===== config.mk =====
export PLATFORM = sky130hd
export DESIGN_NAME = palette_lookup_arbiter
export DESIGN_NICKNAME = d
export VERILOG_FILES = /design/src/rtl/palette_lookup_arbiter.sv
export SDC_FILE = /design/constraint.sdc
export NUM_CORES = 1
export LEC_CHECK = 0
export BUFFER_PORTS_ARGS = -buffer_cell sky130_fd_sc_hd__buf_2
export CELL_PAD_IN_SITES_DETAIL_PLACEMENT = 0
export CELL_PAD_IN_SITES_GLOBAL_PLACEMENT = 1
export CORE_MARGIN = 5
export CORE_UTILIZATION = 39
export CTS_CLUSTER_DIAMETER = 120
export DETAILED_ROUTE_END_ITERATION = 10
export PLACE_DENSITY_LB_ADDON = 0.1
export SYNTH_ARGS = -nofsm -noshare
export SYNTH_HDL_FRONTEND = slang
export SYNTH_SLANG_ARGS = --single-unit
export TNS_END_PERCENT = 100

===== constraint.sdc =====
create_clock -name clk -period 6.5 [get_ports clk]
set_clock_uncertainty 0.15 [all_clocks]
set_input_delay 1.3 -clock clk [delete_from_list [all_inputs] [get_ports clk]]
set_output_delay 1.3 -clock clk [all_outputs]
set_load 0.05 [all_outputs]

===== src/rtl/palette_lookup_arbiter.sv =====
// palette_lookup_arbiter
//   Shares one 16-entry x 12-bit RGB palette ROM between N_REQ pixel sources.
//   Round-robin arbitration, one lookup per cycle. The response register
//   holds the colour and the id of the requester that owns it.
//
// Ports
//   clk, rst_n            clock, asynchronous active-low reset
//   req[N_REQ]            per-requester lookup request (held until gnt)
//   req_index[4*N_REQ]    palette index, requester i uses [4i+3:4i]
//   gnt[N_REQ]            one-hot grant, combinational, index consumed now
//   rsp_valid/rsp_ready   response handshake
//   rsp_id                owner of the response
//   red, green, blue      looked-up (optionally faded) colour
//   fade_start, fade_dir  begin a fade (1 = out, 0 = in)
//   fade_busy             fade in progress
//
// Build option
//   PALETTE_FADE_EN       enables the fade level that scales every response.
//                         Without it the fade inputs are ignored, fade_busy
//                         is 0 and colours are unscaled.
module palette_lookup_arbiter #(
   parameter int N_REQ    = 3,
   parameter int ID_W     = 2,
   parameter int FADE_DIV = 4
) (
   input  logic               clk,
   input  logic               rst_n,
   input  logic [N_REQ-1:0]   req,
   input  logic [4*N_REQ-1:0] req_index,
   output logic [N_REQ-1:0]   gnt,
   output logic               rsp_valid,
   input  logic               rsp_ready,
   output logic [ID_W-1:0]    rsp_id,
   output logic [3:0]         red,
   output logic [3:0]         green,
   output logic [3:0]         blue,
   input  logic               fade_start,
   input  logic               fade_dir,
   output logic               fade_busy
);

   function automatic logic [11:0] palette(input logic [3:0] i);
      case (i)
         4'd0:    palette = 12'hFD7;
         4'd1:    palette = 12'h442;
         4'd2:    palette = 12'h6DF;
         4'd3:    palette = 12'h763;
         4'd4:    palette = 12'hF00;
         4'd5:    palette = 12'h221;
         4'd6:    palette = 12'h772;
         default: palette = 12'h763;
      endcase
   endfunction

   // c * (L+1) / 16; L = 15 is the identity
   function automatic logic [3:0] scale(input logic [3:0] c, input logic [3:0] l);
      logic [8:0] p;
      p = {5'd0, c} * ({5'd0, l} + 9'd1);
      p = p >> 4;
      return p[3:0];
   endfunction

   logic [3:0]      lvl;
   logic [ID_W-1:0] ptr;
   logic [ID_W-1:0] gidx;
   logic [ID_W-1:0] j;
   logic            found;
   logic            advance;
   logic [3:0]      idx_arr [N_REQ];
   logic [11:0]     rgb;

   for (genvar g = 0; g < N_REQ; g++) begin : g_idx
      assign idx_arr[g] = req_index[4*g +: 4];
   end

   assign advance = !rsp_valid || rsp_ready;

   // first asserted request at or after ptr, wrapping
   always_comb begin
      gnt   = '0;
      gidx  = '0;
      j     = '0;
      found = 1'b0;
      if (advance) begin
         for (int k = 0; k < N_REQ; k++) begin
            j = ID_W'((int'(ptr) + k) % N_REQ);
            if (!found && req[j]) begin
               found  = 1'b1;
               gnt[j] = 1'b1;
               gidx   = j;
            end
         end
      end
   end

   assign rgb = palette(idx_arr[gidx]);

   always_ff @(posedge clk or negedge rst_n) begin
      if (!rst_n) begin
         rsp_valid <= 1'b0;
         rsp_id    <= '0;
         red       <= '0;
         green     <= '0;
         blue      <= '0;
         ptr       <= '0;
      end else if (advance) begin
         rsp_valid <= found;
         if (found) begin
            rsp_id <= gidx;
            red    <= scale(rgb[11:8], lvl);
            green  <= scale(rgb[7:4],  lvl);
            blue   <= scale(rgb[3:0],  lvl);
            ptr    <= (gidx == ID_W'(N_REQ-1)) ? '0 : gidx + 1'b1;
         end
      end
   end

`ifdef PALETTE_FADE_EN
   localparam int PW = (FADE_DIV > 1) ? $clog2(FADE_DIV) : 1;

   logic [PW-1:0] presc;
   logic          fdir;
   logic          busy;
   logic [3:0]    nxt;

   assign fade_busy = busy;

   // saturating step so a start at the reached endpoint leaves L alone
   always_comb begin
      if (fdir) nxt = (lvl == 4'd0)  ? 4'd0  : lvl - 4'd1;
      else      nxt = (lvl == 4'd15) ? 4'd15 : lvl + 4'd1;
   end

   always_ff @(posedge clk or negedge rst_n) begin
      if (!rst_n) begin
         lvl   <= 4'd15;
         busy  <= 1'b0;
         fdir  <= 1'b0;
         presc <= '0;
      end else if (!busy) begin
         if (fade_start) begin
            busy  <= 1'b1;
            fdir  <= fade_dir;
            presc <= '0;
         end
      end else if (presc == PW'(FADE_DIV-1)) begin
         presc <= '0;
         lvl   <= nxt;
         if (nxt == (fdir ? 4'd0 : 4'd15)) busy <= 1'b0;
      end else begin
         presc <= presc + 1'b1;
      end
   end
`else
   logic unused_fade;
   assign unused_fade = fade_start ^ fade_dir ^ (FADE_DIV == 0);
   assign lvl         = 4'd15;
   assign fade_busy   = 1'b0;
`endif

endmodule


## Yosys cells after proc, flatten, opt, wreduce, memory -nomap -nowiden

Cells that the tools add are included.

- Flip-flop bits (word level): 17
- Word-level logic and storage cells: 72

- Add/subtract/negate cells: 3
- Divide/modulo/power cells: 3
- $lt $le $gt $ge: 7
- Equal/unequal tests: 6
- Multiplexer cells: 33
- Bitwise operators: 3
- Reduce and logical (&&, ||, !) cells: 11

Operators by type and width:

| cell | count |
|---|---|
| 12-bit one-hot mux with 6 select lines | 1 |
| 32-bit by 3-bit modulo with 32-bit output, second input constant | 2 |
| 3-bit by 3-bit modulo with 32-bit output, second input constant | 1 |
| 3-bit 2-to-1 mux | 6 |
| 4-bit by 3-bit == test with 1-bit output, second input constant | 3 |
| 1-bit 2-to-1 mux | 12 |
| 2-bit 2-to-1 mux | 5 |
| 2-bit by 3-bit < comparator with 1-bit output, second input constant | 3 |
| 4-bit binary-select mux with 2-bit select | 1 |
| 4-bit 2-to-1 mux | 2 |
| 1-bit binary-select mux with 2-bit select | 3 |
| 1-bit demux with 2-bit select | 3 |
| 2-bit by 1-bit greater-or-equal comparator with 1-bit output, second input constant | 3 |
| 3-bit OR | 2 |
| 1-bit logical AND | 5 |
| 4-bit by 1-bit == test with 1-bit output, second input constant | 1 |
| 4-bit by 2-bit == test with 1-bit output, second input constant | 1 |
| 4-bit zero test | 1 |
| 2-bit by 1-bit adder with 3-bit output, second input constant | 1 |
| 2-bit by 2-bit adder with 3-bit output, second input constant | 1 |
| 3-bit greater-or-equal comparator, second input constant | 1 |
| 1-bit zero test | 3 |
| 2-bit inverter with 3-bit output | 1 |
| 2-bit by 1-bit adder with 2-bit output, second input constant | 1 |
| 3 further kinds | 3 |

## Depth between registers and ports, before layout

- Word-level depth: 19
- Gate-level depth with buffers: 11
- Gate-level depth less buffers: 9

## Worst setup path after synthesis

No wires, ideal clock.

- Path kind: input port to output port
- Start: input port req[2]
- End: output port gnt[1]
- Arrival time: 2.798 ns
- Required time: 5.050 ns
- Setup slack: 2.252 ns
- Stages on the path: 7
- Path buffers: 1
- Cells stage by stage: buf_2 > nand2b_1 > nor3b_1 > a31oi_1 > o21ai_0 > a22oi_1 > nor2_1

- Cells in the longest elaborated chain, start to end: 12
- Elaborated cells between the ends (all ways): 22
- Those cells by class: mux: 16; bitwise: 2; reduce/logical: 4

Ends and longest elaborated chain:

| element | line | source |
|---|---|---|
| start: declaration | 28 | `input logic [N_REQ-1:0] req,` |
| 1-bit binary-select mux with 2-bit select | 87 | `if (!found && req[j]) begin` |
| 1-bit 2-to-1 mux (implied by the code) | 87 |  |
| 1-bit 2-to-1 mux | 87 |  |
| 1-bit 2-to-1 mux | 84 | `if (advance) begin` |
| 1-bit zero test | 87 |  |
| 1-bit logical AND | 87 |  |
| 1-bit 2-to-1 mux | 87 |  |
| 1-bit 2-to-1 mux | 84 |  |
| 1-bit zero test | 87 |  |
| 1-bit logical AND | 87 |  |
| 3-bit 2-to-1 mux * | 87 |  |
| 3-bit 2-to-1 mux * | 84 |  |
| end: declaration | 30 | `output logic [N_REQ-1:0] gnt,` |

Every way passes the cells marked *; elsewhere a longest branch is shown, timed or not. The select of a mux whose other input is x is not followed.

## Worst setup path after layout

Ends and elaborated chain as after synthesis.

==> flow_summary.yaml <==
floorplanning:
  floorplan.initialDensity: 0.414
  dieArea_mm2: 0.00420
  die_y_um: 64.8
  num_rows: 19
  coreArea_mm2: 0.00283
  chipWidth_um: 64.8
  ioPinCount: 39
drt:
  drc: 0
  drt_pre_antenna_iters: 4
  wl_per_cell_um: 15.3
  drt_iter0_markers: 43
  vias: 1101
  via_per_inst: 5.73
  wl_um: 2940
  antenna_left: 0
grt:
  grt_pass1_wl_um: 4690
  grt.overflow.total: 0
  grtUsageTotal: 0.141
  grt_pass1_vias: 986
  grt_max_degree: 17
  antenna_found_initial: 0
worst_setup_path:
  crit_family: "simple AND/OR/NAND/NOR gates"
  cp_max_fo: 10
  cp_common_cell: "buf_2"
  cp-start-kind: "input port"
  cp_cell_sequence: "buf_2 -> nand2b_1 -> nor3b_1 -> a31oi_1 -> o21ai_0 -> a22oi_1 -> nor2_1 -> buf_2"
  cp_data_arrival_time_ns: 2.65
  cpMaxStageDelayCell: "buf_2"
  criticalPathCategory: "in2out"
  crit_buf_inv: 2
  slowest_delay_ns: 0.27
  critPathCaptureType: "output port"
  required_ns: 5.05
clock_tree:
  cts.sinks: 15
  holdBufCountCts: 0
  cts_htree_levels: 1
  tritoncts: "built"
  clock_latency_ns: 0.28
  cts.repair.resized: 0
  clockBufferDepth: 2
  clk_pin_slew_ns: 0.09
  cts-root-buf: "clkbuf_4"
  postCtsSetupRepairBufs: 0
  numCtsBuffers: 3
yosys:
  syn_area_per_cell_um2: 8.81
  synth.cell_area_mm2: 0.00117
  synth.yosys.warnings: 0
  ys_async_sr_fraction: 1.00
  synth-seq-area-share: 0.321
  synth-seq-cells: 15
  synth-main-ff-cell: "dfrtp_1"
  synth-edff-count: 0
  synth_nets: 157
  syn_inst: 133
  ys_types: 52
placed_design:
  gp_congestion: 0.788
  dp_cells: 188
  dp_hpwl_um: 2240
  port_buffers: 35
sta:
  max_freq_mhz: 244
  slew_headroom: 0.416
  slew_violations: 0
  tightest_slew_ns: 0.874
  min_period_ns: 4.10
  hold_viol_final: 0
  fin_crit_sh: 0.631
  setup_viol: 0
  rsz0062_at_grt: "false"
  final.setup.tns_ns: 0
  holdWs_ns: 0.334
cells_and_area:
  layout.nets: 186
  fillers: 300
  n_antenna_cell: 0
  syn2layout_area_growth_pct: 14.6
  drive_gt1_frac: 0.286
  instances_no_fill: 192
  fin_util: 0.475
power:
  vdd_drop_max_mv: 0.282
  p_leak_nw: 0.593
  p_per_area_mw_per_mm2: 580
worst_hold_path:
  hold_class: "reg2reg"
flow_run:
  drv_cap: 0
status:
  status: "complete, no violations"
## cell type report
class | count | area [um2] | share of cell area
multi-input cells | 102 | 708 | 0.527
flip-flops and latches | 15 | 375 | 0.280
repair buffers | 35 | 175 | 0.130
well taps | 31 | 38.8 | 0.0289
clock buffers | 4 | 26.3 | 0.0196
inverters | 5 | 18.8 | 0.0140
## synthesized netlist by cell type (all sizes together) (4+ instances only)
cell type  number  share of area
dfrtp          15           0.32
nand2          15          0.048
o21ai          13          0.056
nor2           10          0.034
buf             8          0.049
inv             5          0.016
a21oi           4          0.027
ha              4          0.043
mux2i           4          0.034
nand2b          4          0.021
nor2b           4          0.021
o22ai           4          0.027
o31ai           4          0.037
## through the flow
stage / power [mW] / area, um2 / worst slack, ns
2_1_floorplan: 0.632 / 1170 / 2.25
3_3_place_gp: 0.723 / 1320 / 2.44
3_5_place_dp: 0.729 / 1320 / 2.45
4_1_cts: 0.784 / 1340 / 2.44
5_1_grt: 0.836 / 1340 / 2.26
6_report: 0.779 / 1340 / 2.40
## cells by family after synthesis
group / Yosys count / synth area share
compound gates: 48 / 0.319
fa+ha+maj: 5 / 0.0513
buf+inv: 16 / 0.0748
flops: 15 / 0.321
mux: 4 / 0.0342
other cells: 1 / 0.00320
simple gates: 44 / 0.197
## worst min-delay path: stages, from the launching register on
cell and delay (ns):
dfrtp_1 0.35, nand2_1 0.05, o31ai_1 0.06
## cell usage in the layout, fill, tap and decap left out, types with 4 or more instances in the layout
cell      instances
buf_2            35
ha_1              4
o21ai_0          10
nor2b_1           4
mux2i_1           4
nor2_1            9
nand2b_1          4
inv_1             5
nand2_1          15
dfrtp_1          15
## report_power, final
part | leakage, nW | internal [mW] | total, mW | switching (mW)
registers | 0.172 | 0.131 | 0.153 | 0.0215
logic | 0.406 | 0.172 | 0.574 | 0.402
clock network | 0.0150 | 0.0238 | 0.0519 | 0.0281
total | 0.593 | 0.327 | 0.779 | 0.452
## path summary, 6_finish.rpt
| kind | from | end | slack, ns | cells past startpoint |
|---|---|---|---|---|
| setup / recovery | req[2] | gnt[1] | 2.40 | 8 |
| hold / removal | green[0]$_DFFE_PN0P_ | green[0]$_DFFE_PN0P_ | 0.33 | 2 |
| setup reg to reg | ptr[0]$_DFFE_PN0P_ | red[1]$_DFFE_PN0P_ | 3.43 | 9 |
| hold reg to reg | green[0]$_DFFE_PN0P_ | green[0]$_DFFE_PN0P_ | 0.33 | 2 |
| max in group asynchronous | rst_n | red[1]$_DFFE_PN0P_ | 5.17 | 1 |
| min in group asynchronous | rst_n | rsp_valid$_DFFE_PN0P_ | 0.77 | 1 |
## metal layers
metal / part of all wire / vias to the layer above / global-route usage
li1: - / 535 / -
met1: 0.47 / 526 / 0.198
met2: 0.46 / 38 / 0.213
met3: 0.064 / 2 / 0.0501
met4: 0.0031 / 0 / 0.0158
met5: 0 / - / 0
## sequential cells by signal (all words and copies together) (netlist names)
signal / cells
red: 4
rsp_id: 2
ptr: 2
green: 3
rsp_valid: 1
blue: 3
Power figures use the tool's default switching activity.
